### src/rtl/counter_ctrl_pkg.sv
// Shared state encodings and key indices for the counter controller.
package counter_ctrl_pkg;

  typedef logic [1:0] state_t;

  localparam state_t IDLE  = 2'd0;
  localparam state_t RUN   = 2'd1;
  localparam state_t PAUSE = 2'd2;
  localparam state_t HALT  = 2'd3;

  localparam int unsigned KEY_RUN  = 0;
  localparam int unsigned KEY_LOAD = 1;
  localparam int unsigned KEY_DIR  = 2;
  localparam int unsigned KEY_STEP = 3;

endpackage

### src/rtl/key_debounce.sv
// One active-low push key: 2-flop synchroniser, stability counter, and a
// single-cycle pulse on each accepted press (release produces nothing).
module key_debounce #(
  parameter int unsigned DEBOUNCE_CYC = 1000000
) (
  input  logic clk,
  input  logic rst,
  input  logic key_n,
  output logic press
);

  localparam int unsigned CW = (DEBOUNCE_CYC > 1) ? $clog2(DEBOUNCE_CYC) : 1;
  localparam logic [CW-1:0] LAST = CW'(DEBOUNCE_CYC - 1);

  logic          sync1;
  logic          sync2;
  logic          level;
  logic [CW-1:0] cnt;

  always_ff @(posedge clk or posedge rst) begin
    if (rst) begin
      sync1 <= 1'b1;
      sync2 <= 1'b1;
      level <= 1'b1;
      cnt   <= '0;
      press <= 1'b0;
    end else begin
      sync1 <= key_n;
      sync2 <= sync1;
      press <= 1'b0;
      if (sync2 == level) begin
        cnt <= '0;
      end else if (cnt == LAST) begin
        // Old level high means this accepted change is a press.
        level <= sync2;
        cnt   <= '0;
        press <= level;
      end else begin
        cnt <= cnt + 1'b1;
      end
    end
  end

endmodule

### src/rtl/counter_ctrl.sv
// Run/pause/load/step controller for the loadable counter datapath:
// debounced key events, tick prescaler and the IDLE/RUN/PAUSE/HALT FSM.
module counter_ctrl
  import counter_ctrl_pkg::*;
#(
  parameter int unsigned WIDTH        = 3,
  parameter int unsigned TICK_DIV     = 50000000,
  parameter int unsigned DEBOUNCE_CYC = 1000000
) (
  input  logic             CLOCK_50,
  input  logic             reset,
  input  logic [3:0]       key_n,
  input  logic [WIDTH-1:0] sw_load,
  input  logic             stop_mode,
  input  logic [WIDTH-1:0] cnt_q,
  output logic             cnt_en,
  output logic             cnt_load,
  output logic             cnt_up,
  output logic [WIDTH-1:0] load_val,
  output logic [1:0]       state_o,
  output logic             tick_o
);

  localparam int unsigned PW = (TICK_DIV > 1) ? $clog2(TICK_DIV) : 1;
  localparam logic [PW-1:0] PLAST = PW'(TICK_DIV - 1);

  logic [3:0] press;

  for (genvar g = 0; g < 4; g++) begin : g_key
    key_debounce #(
      .DEBOUNCE_CYC(DEBOUNCE_CYC)
    ) u_db (
      .clk  (CLOCK_50),
      .rst  (reset),
      .key_n(key_n[g]),
      .press(press[g])
    );
  end

  logic ev_run;
  logic ev_load;
  logic ev_dir;
  logic ev_step;

  assign ev_run  = press[KEY_RUN];
  assign ev_load = press[KEY_LOAD];
  assign ev_dir  = press[KEY_DIR];
  assign ev_step = press[KEY_STEP];

  state_t          state;
  logic [PW-1:0]   presc;
  logic            tick;
  logic            term;
  logic            stop_here;

  state_t          nx_state;
  logic [PW-1:0]   nx_presc;
  logic            nx_en;
  logic            nx_load;
  logic            nx_up;
  logic [WIDTH-1:0] nx_val;

  assign tick      = (state == RUN) && (presc == PLAST);
  assign term      = cnt_up ? (cnt_q == '1) : (cnt_q == '0);
  assign stop_here = stop_mode && term;
  assign state_o   = state;

  always_comb begin
    nx_state = state;
    nx_en    = 1'b0;
    nx_load  = 1'b0;
    nx_val   = load_val;
    nx_up    = cnt_up ^ ev_dir;

    // Load beats run/pause, which beats tick/step; losers are dropped.
    if (ev_load) begin
      nx_load = 1'b1;
      nx_val  = sw_load;
      if (state == HALT) nx_state = PAUSE;
    end else if (ev_run) begin
      case (state)
        IDLE:    nx_state = RUN;
        RUN:     nx_state = PAUSE;
        PAUSE:   nx_state = RUN;
        default: nx_state = state;
      endcase
    end else begin
      case (state)
        RUN: begin
          if (tick) begin
            if (stop_here) nx_state = HALT;
            else           nx_en    = 1'b1;
          end
        end
        PAUSE: begin
          if (ev_step && !stop_here) nx_en = 1'b1;
        end
        default: nx_en = 1'b0;
      endcase
    end

    if ((state == HALT) && ev_dir) nx_state = PAUSE;

    // Prescaler only advances while staying in RUN without a load.
    if ((state == RUN) && (nx_state == RUN) && !ev_load)
      nx_presc = tick ? '0 : presc + 1'b1;
    else
      nx_presc = '0;
  end

  always_ff @(posedge CLOCK_50 or posedge reset) begin
    if (reset) begin
      state    <= IDLE;
      presc    <= '0;
      cnt_en   <= 1'b0;
      cnt_load <= 1'b0;
      cnt_up   <= 1'b1;
      load_val <= '0;
      tick_o   <= 1'b0;
    end else begin
      state    <= nx_state;
      presc    <= nx_presc;
      cnt_en   <= nx_en;
      cnt_load <= nx_load;
      cnt_up   <= nx_up;
      load_val <= nx_val;
      tick_o   <= tick;
    end
  end

endmodule

### config.mk
export PLATFORM = sky130hd
export DESIGN_NAME = counter_ctrl
export DESIGN_NICKNAME = d
export VERILOG_FILES = /design/src/rtl/counter_ctrl_pkg.sv /design/src/rtl/key_debounce.sv /design/src/rtl/counter_ctrl.sv
export SDC_FILE = /design/constraint.sdc
export NUM_CORES = 1
export LEC_CHECK = 0
export BUFFER_PORTS_ARGS = -buffer_cell sky130_fd_sc_hd__buf_2
export CELL_PAD_IN_SITES_DETAIL_PLACEMENT = 2
export CELL_PAD_IN_SITES_GLOBAL_PLACEMENT = 2
export CORE_MARGIN = 3
export CORE_UTILIZATION = 24
export DETAILED_ROUTE_END_ITERATION = 10
export PLACE_DENSITY_LB_ADDON = 0.1
export SETUP_SLACK_MARGIN = 0.4
export SLEW_MARGIN = 20
export SYNTH_ARGS = -nofsm -noshare
export SYNTH_HDL_FRONTEND = slang
export SYNTH_SLANG_ARGS = --single-unit
### constraint.sdc
create_clock -name CLOCK_50 -period 8.4 [get_ports CLOCK_50]
set_input_delay 0.42 -clock CLOCK_50 [delete_from_list [all_inputs] [get_ports CLOCK_50]]
set_output_delay 0.42 -clock CLOCK_50 [all_outputs]
set_load 0.01 [all_outputs]
==> impl_metrics.toml, run 1 <==
[place]
io_buffers = 21
dpl.cell_count = 963
finalWeightedCongestion = 0.7136
hpwlAfterDp_um = 11570

[timing]
maxSlewViolCount = 0
setup_viol = 0
tns_ns = 0
post-route-min-period_ns = 2.557
period_share = 0.3044
rsz0062_at_grt = "false"
fmax_mhz = 391.1
hold_viol = 0
worstMarginPinSlew_ns = 0.9076
fin_skew_ns = 0.01332
max_slew_margin = 0.3949

[power]
vdd_ir_drop_max_mv = 0.1098
p_leak_nw = 2.926
totalPowerFinal_w = 0.001406
powerDensity_nw_per_um2 = 189.3

[global_route]
grt_pass1_wl_um = 29120
grt-ovfl-total = 0
track_usage = 0.1274
antenna_found_initial = 0
grt_max_degree = 79
grt_pass1_vias = 5483

[finish]
syn_to_final_growth_pct = 16.07
layout_commonest_cell = "dfrtp_1"
diodes = 0
drive_above_1_share = 0.1318
stdcell_count = 995
layout_common_cells = "dfrtp_1, nor2_1, xor2_1"
layout.nets = 669

[yosys]
ys_types = 46
synth_area_leader_cell = "dfrtp_1"
yosysWarningCount = 0
avgSynthCellArea_um2 = 10.29
ys.flop_type = "dfrtp_1"
synthCells = 622
ys_ff_latch = 131
synthTopCellsByArea = "dfrtp_1, dfstp_2, xor2_1, xnor2_1, nor2_1"
seq_area_frac_synth = 0.5149
synth_edf_count = 0
async_reset_ff_frac = 1.000
synth.top_cell.area_share = 0.4615
netlist_area_um2 = 6399
synth_nets = 643

[routing]
totalWireLength_um = 17160
drc = 0
maxUsedRoutingLayer = "met4"
ant_nets = 0
m1WireLength_um = 7699
viasPerCell = 4.925
drtIter0Drc = 103
route.met3.wl_um = 396
drt_pre_antenna_iters = 4
wl_met2_um = 8860
post_drt_wl_per_cell_um = 17.24
vias = 4900

[clock_network]
cts_sinks = 131
htreeDepth = 4
post-cts-setup-buffers = 0
root_buffer = "clkbuf_16"
cts_hold_buf = 0
numCtsBuffers = 17
cts_tree = "done"
clock_latency_ns = 0.43
post_cts_resized = 0
clock_path_buffers = 2
cts.reportedPaths.clkPinSlew_ns = 0.06

[setup_path]
start_kind = "flop"
slowest_delay_ns = 0.76
slowest_stage = "nor3_4"
worstPathCellList = "ha_1 -> nand4_4 -> or4_4 -> nor3_4 -> o211a_1"
path_buf_inv = 0
cp_top_family = "simple AND/OR/NAND/NOR gates"
critPathRequiredTime_ns = 8.76
cp-end-kind = "flop"
worstPathArrival_ns = 2.92
worstSetupPathType = "flop to flop"
worst-path-max-fanout = 19

[hold_path]
hold_class = "primary input to flop"

[floorplanning]
dieWidth_um = 169.3
initial_core_util = 0.2449
num_rows = 59
die-area_um2 = 28660
die_y_um = 169.3
core_area_um2 = 26130
io_pins = 22

[outcome]
status = "complete, no violations"

[run]
drv_cap = 0
through the flow:
| stage | area [µm²] | hold slack [ns] | setup slack, ns | util |
|---|---|---|---|---|
| 2_1_floorplan | 6399 | 0.3452 | 4.504 | - |
| 3_5_place_dp | 6855 | 0.3473 | 5.813 | 0.2623 |
| 4_1_cts | 7416 | 0.06566 | 5.799 | 0.2838 |
| 3_3_place_gp | 6855 | 0.3453 | 5.876 | 0.2623 |
| 6_report | 7427 | 0.09107 | 5.843 | 0.2842 |
| 5_1_grt | 7427 | 0.06392 | 5.673 | 0.2842 |
per-layer routing:
layer	vias up	track usage
li1	2301	-
met1	2548	0.1542
met3	15	0.03005
met5	-	0
met4	0	0.03770
met2	36	0.2259
where the power goes:
part	internal, W	leakage (nW)	switching (W)
clock network	0.000444	0.273	0.000279
registers	0.000640	1.77	0.00000641
logic	0.00000943	0.883	0.0000270
area by class of cell:
class	count	area, µm²
clock inverters	4	47.55
multi-input cells	458	2949
repair buffers	26	146.4
flip-flops and latches	131	3294
inverters	14	57.56
fillers	2924	18710
clock buffers	27	513.0
well taps	335	419.2
worst reg2reg max path, stage by stage (launching register included):
cell and delay, ns:
dfrtp_1 0.39, ha_1 0.29, nand4_4 0.18, or4_4 0.61, nor3_4 0.76, o211a_1 0.26
flip-flops by register name, summed over array words and instances (netlist names):
signal,count
cnt_en,1
cnt_load,1
cnt_up,1
g_key.u_db.cnt,80
g_key.u_db.level,4
g_key.u_db.press,4
g_key.u_db.sync1,4
g_key.u_db.sync2,4
load_val,3
presc,26
state_o,2
tick_o,1
cell families after synthesis:
logic type	after synthesis	synth area share
simple gates	304	0.2667
xor+xnor	73	0.09992
flops	131	0.5149
compound gates	66	0.06570
buf+inv	33	0.02483
fa+ha+maj	8	0.01564
mux	7	0.01232
final timing paths:
kind                                      from               endpoint  slack (ns)  depth (start not counted)
max                                   presc[0]                 cnt_en        5.84                          5
min                                   key_n[1]    g_key[1].u_db.sync1        0.09                          1
max reg2reg                           presc[0]                 cnt_en        5.84                          5
min reg2reg                g_key[0].u_db.sync1    g_key[0].u_db.sync2        0.36                          0
max in group asynchronous                reset  g_key[3].u_db.cnt[18]        7.03                          3
min in group asynchronous                reset   g_key[0].u_db.cnt[4]        0.15                          2
cells in the mapped netlist, drive strengths merged, types with 2 or more instances:
| library cell | number |
|---|---|
| nand2 | 36 |
| nor3b | 4 |
| dfstp | 13 |
| inv | 14 |
| nor4b | 7 |
| nand4b | 2 |
| or3 | 23 |
| and4 | 15 |
| mux2 | 7 |
| nor2 | 75 |
| o21ai | 21 |
| nand4 | 32 |
| or2 | 2 |
| clkbuf | 9 |
| a21oi | 19 |
| or4 | 17 |
| and3 | 7 |
| buf | 10 |
| ha | 8 |
| o31ai | 10 |
| or4bb | 2 |
| nand3 | 33 |
| or3b | 2 |
| xnor2 | 34 |
| nor4 | 18 |
| nor3 | 26 |
| dfrtp | 118 |
| xor2 | 39 |
| a211oi | 10 |
(Power assumes the default switching activity.)
==> run 2: changes to the inputs <==
ABC_AREA = 1   (was not set)
clock period = 2.5 ns   (was 8.4 ns; I/O delays follow)
==> run 2 against run 1 <==
Net effect: synthesized cell count increased by 31%; flip-flop and latch count did not move; clock-buffer cell count decreased by 4; clock skew fell by 0.0038 ns; clock power increased to 3.6 times the previous value; die area grew 5.4%; wire length increased by 17%; combinational power grew to 4.0 times the previous value; critical endpoint is now presc[10].
==> impl_metrics.toml, run 2 <==
[outcome]
status = "complete, no violations"

[floorplanning]
die-area_um2 = 30210
die_y_um = 173.8
io_pins = 22
core_area_um2 = 27330
dieWidth_um = 173.8
num_rows = 60
initial_core_util = 0.2473

[setup_path]
slowest_stage = "o22ai_2"
worstPathCellList = "ha_1 -> nand2_1 -> inv_1 -> o22ai_2 -> nand3_4 -> nor2_1"
slowest_delay_ns = 0.48
cp-end-kind = "flop"
critPathRequiredTime_ns = 2.84
worstPathArrival_ns = 2.29
worst-path-max-fanout = 7
start_kind = "flop"
worstSetupPathType = "flop to flop"

[yosys]
synth_common_cells = "nor2_1, nand2_1, dfrtp_1"
avgSynthCellArea_um2 = 8.314
async_reset_ff_frac = 1.000
ys_ff_latch = 131
synth_nets = 834
synth.top_cell.area_share = 0.4369
seq_area_frac_synth = 0.4874
yosysWarningCount = 0
synth_area_leader_cell = "dfrtp_1"
ys_types = 42
synthCells = 813
synthTopCellsByArea = "dfrtp_1, nor2_1, nand2_1, dfstp_2, inv_1"
ys.flop_type = "dfrtp_1"
netlist_area_um2 = 6759
yosys.cell_count.top_type = "nor2_1"
synth_edf_count = 0

[finish]
layout_common_cells = "nor2_1, nand2_1, dfrtp_1"
diodes = 0
final_area_um2 = 8159
drive_above_1_share = 0.1396
largest-register = "g_key.u_db.cnt"
syn_to_final_growth_pct = 20.71
top_regs = "g_key.u_db.cnt: 80 flops, presc: 26 flops"
layout.nets = 889
largest_reg_flops = 80
layout_commonest_cell = "nor2_1"

[clock_network]
clock_path_buffers = 2
cts_sinks = 131
numCtsBuffers = 17
htreeDepth = 4
root_buffer = "clkbuf_16"
cts_tree = "done"
clock_latency_ns = 0.42
cts.reportedPaths.clkPinSlew_ns = 0.06

[place]
place_ws_ns = 0.4141
io_buffers = 21
finalWeightedCongestion = 0.7656
hpwlAfterDp_um = 14480
place_area_um2 = 7370

[timing]
worstMarginPinSlew_ns = 0.6400
fin_skew_ns = 0.009469
rsz0062_at_grt = "false"
fmax_mhz = 511.4
post-route-min-period_ns = 1.955
max_slew_margin = 0.5734
setup_slack_ns = 0.5446
setup_viol = 0
maxSlewViolCount = 0
hold_viol = 0
period_share = 0.7821
tns_ns = 0

[routing]
drt_pre_antenna_iters = 4
drc = 0
drtIter0Drc = 291
vias = 5729
post_drt_wl_per_cell_um = 15.96
viasPerCell = 4.572
ant_nets = 0
totalWireLength_um = 19990

[global_route]
grt_pass1_vias = 6466
antenna_found_initial = 0
track_usage = 0.1353
grt_pass1_wl_um = 33180
grt_max_degree = 81
grt-ovfl-total = 0

[power]
totalPowerFinal_w = 0.004929
powerDensity_nw_per_um2 = 604.1
p_leak_nw = 3.436
vdd_ir_drop_max_mv = 0.2859

[run]
drv_cap = 0

[hold_path]
hold_class = "primary input to flop"
run 2: logic make-up after synthesis:
group | count (synthesis) | synth area share
xor+xnor | 45 | 0.05831
simple gates | 471 | 0.3315
fa+ha+maj | 8 | 0.01481
buf+inv | 100 | 0.05776
compound gates | 55 | 0.04572
mux | 3 | 0.004443
flops | 131 | 0.4874
run 2: timing repair:
item	CTS	global route
gates resized for setup	0	12
hold buffers	8	0
setup endpoints to repair	0	33
hold endpoints to repair	125	0
setup buffers	0	2
run 2: cell type report:
class,instances,area (µm²)
Fill cell,3158,19170
Clock inverter,9,155.1
Timing Repair Buffer,36,262.8
Tap cell,372,465.4
Sequential cell,131,3294
Multi-Input combinational cell,585,3163
Inverter,97,370.4
Clock buffer,23,447.9
run 2: per-stage QoR:
stage / instances / hold WS [ns] / util
floorplan: 813 / 0.1295 / -
global placement: 1208 / 0.2328 / 0.2697
detailed placement: 1208 / 0.2315 / 0.2697
CTS: 1248 / 0.1983 / 0.2947
global route: 1253 / 0.1995 / 0.2986
finish: 1253 / 0.1897 / 0.2986
run 2: worst paths after layout:
path / startpoint / endpoint / slack, ns / depth (start not counted)
worst max register to register: state_o[0] / presc[10] / 0.54 / 6
worst max-delay path: state_o[0] / presc[10] / 0.54 / 6
worst min register to register: g_key[1].u_db.sync1 / g_key[1].u_db.sync2 / 0.36 / 0
max in group asynchronous: reset / g_key[0].u_db.sync1 / 1.68 / 4
worst min-delay path: stop_mode / cnt_en / 0.19 / 4
min in group asynchronous: reset / g_key[2].u_db.cnt[15] / 0.38 / 4
run 2: power breakdown:
| group | internal (W) | total, W | switching, W |
|---|---|---|---|
| logic | 0.0000479 | 0.000145 | 0.0000973 |
| registers | 0.00215 | 0.00216 | 0.0000147 |
| clock network | 0.00167 | 0.00262 | 0.000950 |
| total | 0.00387 | 0.00493 | 0.00106 |
run 2: worst max-delay path: cells and delay by family, from the launching register on:
kind / cells / cell delay [ns]
AND/OR/NAND/NOR: 3 / 0.56
flip-flops: 1 / 0.46
buffers and inverters: 1 / 0.08
adder cells (fa/ha/maj): 1 / 0.30
AO/OA/AOI/OAI: 1 / 0.48
run 2: routing by layer:
layer,up-vias,track usage,share of wire
met5,-,0,0
met4,0,0.03954,0.013
met3,19,0.02716,0.020
met2,45,0.2249,0.48
met1,2908,0.1784,0.48
li1,2757,-,-
==> run 3: changes to the inputs <==
ABC_AREA = 0   (was 1)
clock period = 2 ns   (was 2.5 ns; I/O delays follow)
==> run 3 against run 2 <==
Net effect: the flow now finishes with violations (setup timing); cell area grew 13%; first-iteration DRC count decreased by 39%; sequential share of layout area shrank 4.6 points; global-route usage is 0.18 points higher; largest power group unchanged.
==> impl_metrics.toml, run 3 (synthesized netlist as in run 1, its figures left out) <==
[floorplanning]
num_rows = 59
die-area_um2 = 28660
io_pins = 22
initial_core_util = 0.2449
dieWidth_um = 169.3
die_y_um = 169.3
core_area_um2 = 26130

[finish]
largest_reg_flops = 80
layout.nets = 793
stdcell_count = 1120
syn_to_final_growth_pct = 44.43
diodes = 0
drive_above_1_share = 0.3898
top_regs = "g_key.u_db.cnt: 80 flops, presc: 26 flops"
largest-register = "g_key.u_db.cnt"
layout_commonest_cell = "dfrtp_1"
layout_common_cells = "dfrtp_1, buf_4, nor2_1"
nFillCells = 2812

[routing]
drtIter0Drc = 177
post_drt_wl_per_cell_um = 17.29
drc = 0
viasPerCell = 4.803
ant_nets = 0
vias = 5379
totalWireLength_um = 19360
drt_pre_antenna_iters = 4

[setup_path]
slowest_stage = "or4_4"
crit_top_cell = "buf_6"
start_kind = "flop"
worstPathArrival_ns = 2.34
worstSetupPathType = "flop to flop"
slowest_delay_ns = 0.57
worstPathCellList = "or4bb_1 -> or4_4 -> o21ai_4 -> buf_6 -> buf_6 -> nor2_1"
cp-end-kind = "flop"
critPathRequiredTime_ns = 2.32
worst-path-max-fanout = 5

[clock_network]
numCtsBuffers = 17
clock_path_buffers = 2
htreeDepth = 4
cts_tree = "done"
cts_sinks = 131
cts.reportedPaths.clkPinSlew_ns = 0.06
clock_latency_ns = 0.42
root_buffer = "clkbuf_16"

[global_route]
grt-ovfl-total = 0
grt_pass1_wl_um = 31720
grt_pass1_vias = 6050
track_usage = 0.1370
antenna_found_initial = 0
grt_max_degree = 72

[timing]
hold_viol = 0
fmax_mhz = 494.3
hold_ws_ns = 0.1392
setup_viol = 7
post-route-min-period_ns = 2.023
worstMarginPinSlew_ns = 0.4132
maxSlewViolCount = 0
fin_skew_ns = 0.01154
setup_slack_ns = -0.02290
max_slew_margin = 0.7246
period_share = 1.011
rsz0062_at_grt = "true"

[power]
p_leak_nw = 3.718
vdd_ir_drop_max_mv = 0.4580
totalPowerFinal_w = 0.006209
powerDensity_nw_per_um2 = 671.9

[place]
io_buffers = 21
hpwlAfterDp_um = 12010
place_ws_ns = -0.01068
finalWeightedCongestion = 0.7305
dpl.cell_count = 1020

[outcome]
failed_checks = "setup timing"
status = "finished, violations left"

[run]
drv_cap = 0

[hold_path]
hold_class = "primary input to flop"
run 3: changes by cell type in the layout (fill, tap and decap cells not counted), moves of 17 or more:
cell / change
nor2_1: -101
or3_1: +20
xnor2_1: +17
buf_6: +19
inv_1: -75
buf_4: +85
nor3_1: -22
nand2_1: -106
nand3_1: -21
run 3: worst max-delay path: cells and delay by family (launching register included):
kind | cells | cell delay [ns]
and+or+nand+nor | 3 | 1.11
DFF | 1 | 0.37
buffers and inverters | 2 | 0.24
AOI/OAI and AO/OA | 1 | 0.19
run 3: final cells by class:
| type | count | area, µm² | share of cell area |
|---|---|---|---|
| flip-flops and latches | 131 | 3308 | 0.3580 |
| well taps | 335 | 419.2 | 0.04536 |
| inverters | 14 | 56.30 | 0.006093 |
| multi-input cells | 459 | 3550 | 0.3841 |
| clock buffers | 18 | 439.2 | 0.04752 |
| repair buffers | 149 | 1308 | 0.1415 |
| clock inverters | 14 | 161.4 | 0.01747 |
run 3: per-layer routing:
| metal | vias up | part of all wire | track usage |
|---|---|---|---|
| met5 | - | 0 | 0 |
| met4 | 0 | 0.013 | 0.03983 |
| met3 | 21 | 0.021 | 0.03121 |
| met2 | 35 | 0.50 | 0.2299 |
| met1 | 2767 | 0.47 | 0.1777 |
| li1 | 2556 | - | - |
run 3: worst paths after layout:
| kind | start | end | slack, ns | cells after the start |
|---|---|---|---|---|
| max in group asynchronous | reset | g_key[1].u_db.level | 1.26 | 4 |
| min in group asynchronous | reset | g_key[0].u_db.cnt[10] | 0.35 | 4 |
| worst min register to register | g_key[0].u_db.sync1 | g_key[0].u_db.sync2 | 0.35 | 0 |
| worst min-delay path | cnt_q[0] | cnt_en | 0.14 | 4 |
| worst max-delay path | g_key[0].u_db.cnt[11] | g_key[0].u_db.cnt[5] | -0.02 | 6 |
| worst max register to register | g_key[0].u_db.cnt[11] | g_key[0].u_db.cnt[5] | -0.02 | 6 |
run 3: power by group:
group	total (W)	internal [W]	leakage, nW	switching [W]
registers	0.00272	0.00269	1.75	0.0000333
clock network	0.00324	0.00199	0.296	0.00125
logic	0.000252	0.000106	1.67	0.000146
run 3: repair_timing:
action,CTS,global route
endpoints found under the hold margin,126,0
endpoints found under the setup margin,116,116
buffers inserted,39,11
hold buffers,9,0
gates cloned,6,3
pin swaps,25,16
resized for setup,81,76
run 3: through the flow:
stage / TNS (ns) / util / cell area [µm²]
2_1_floorplan: 0 / - / 6521
3_3_place_gp: 0 / 0.2844 / 7433
3_5_place_dp: -0.03936 / 0.2844 / 7433
4_1_cts: 0 / 0.3375 / 8818
5_1_grt: -2.348 / 0.3536 / 9241
6_report: -0.08837 / 0.3536 / 9241
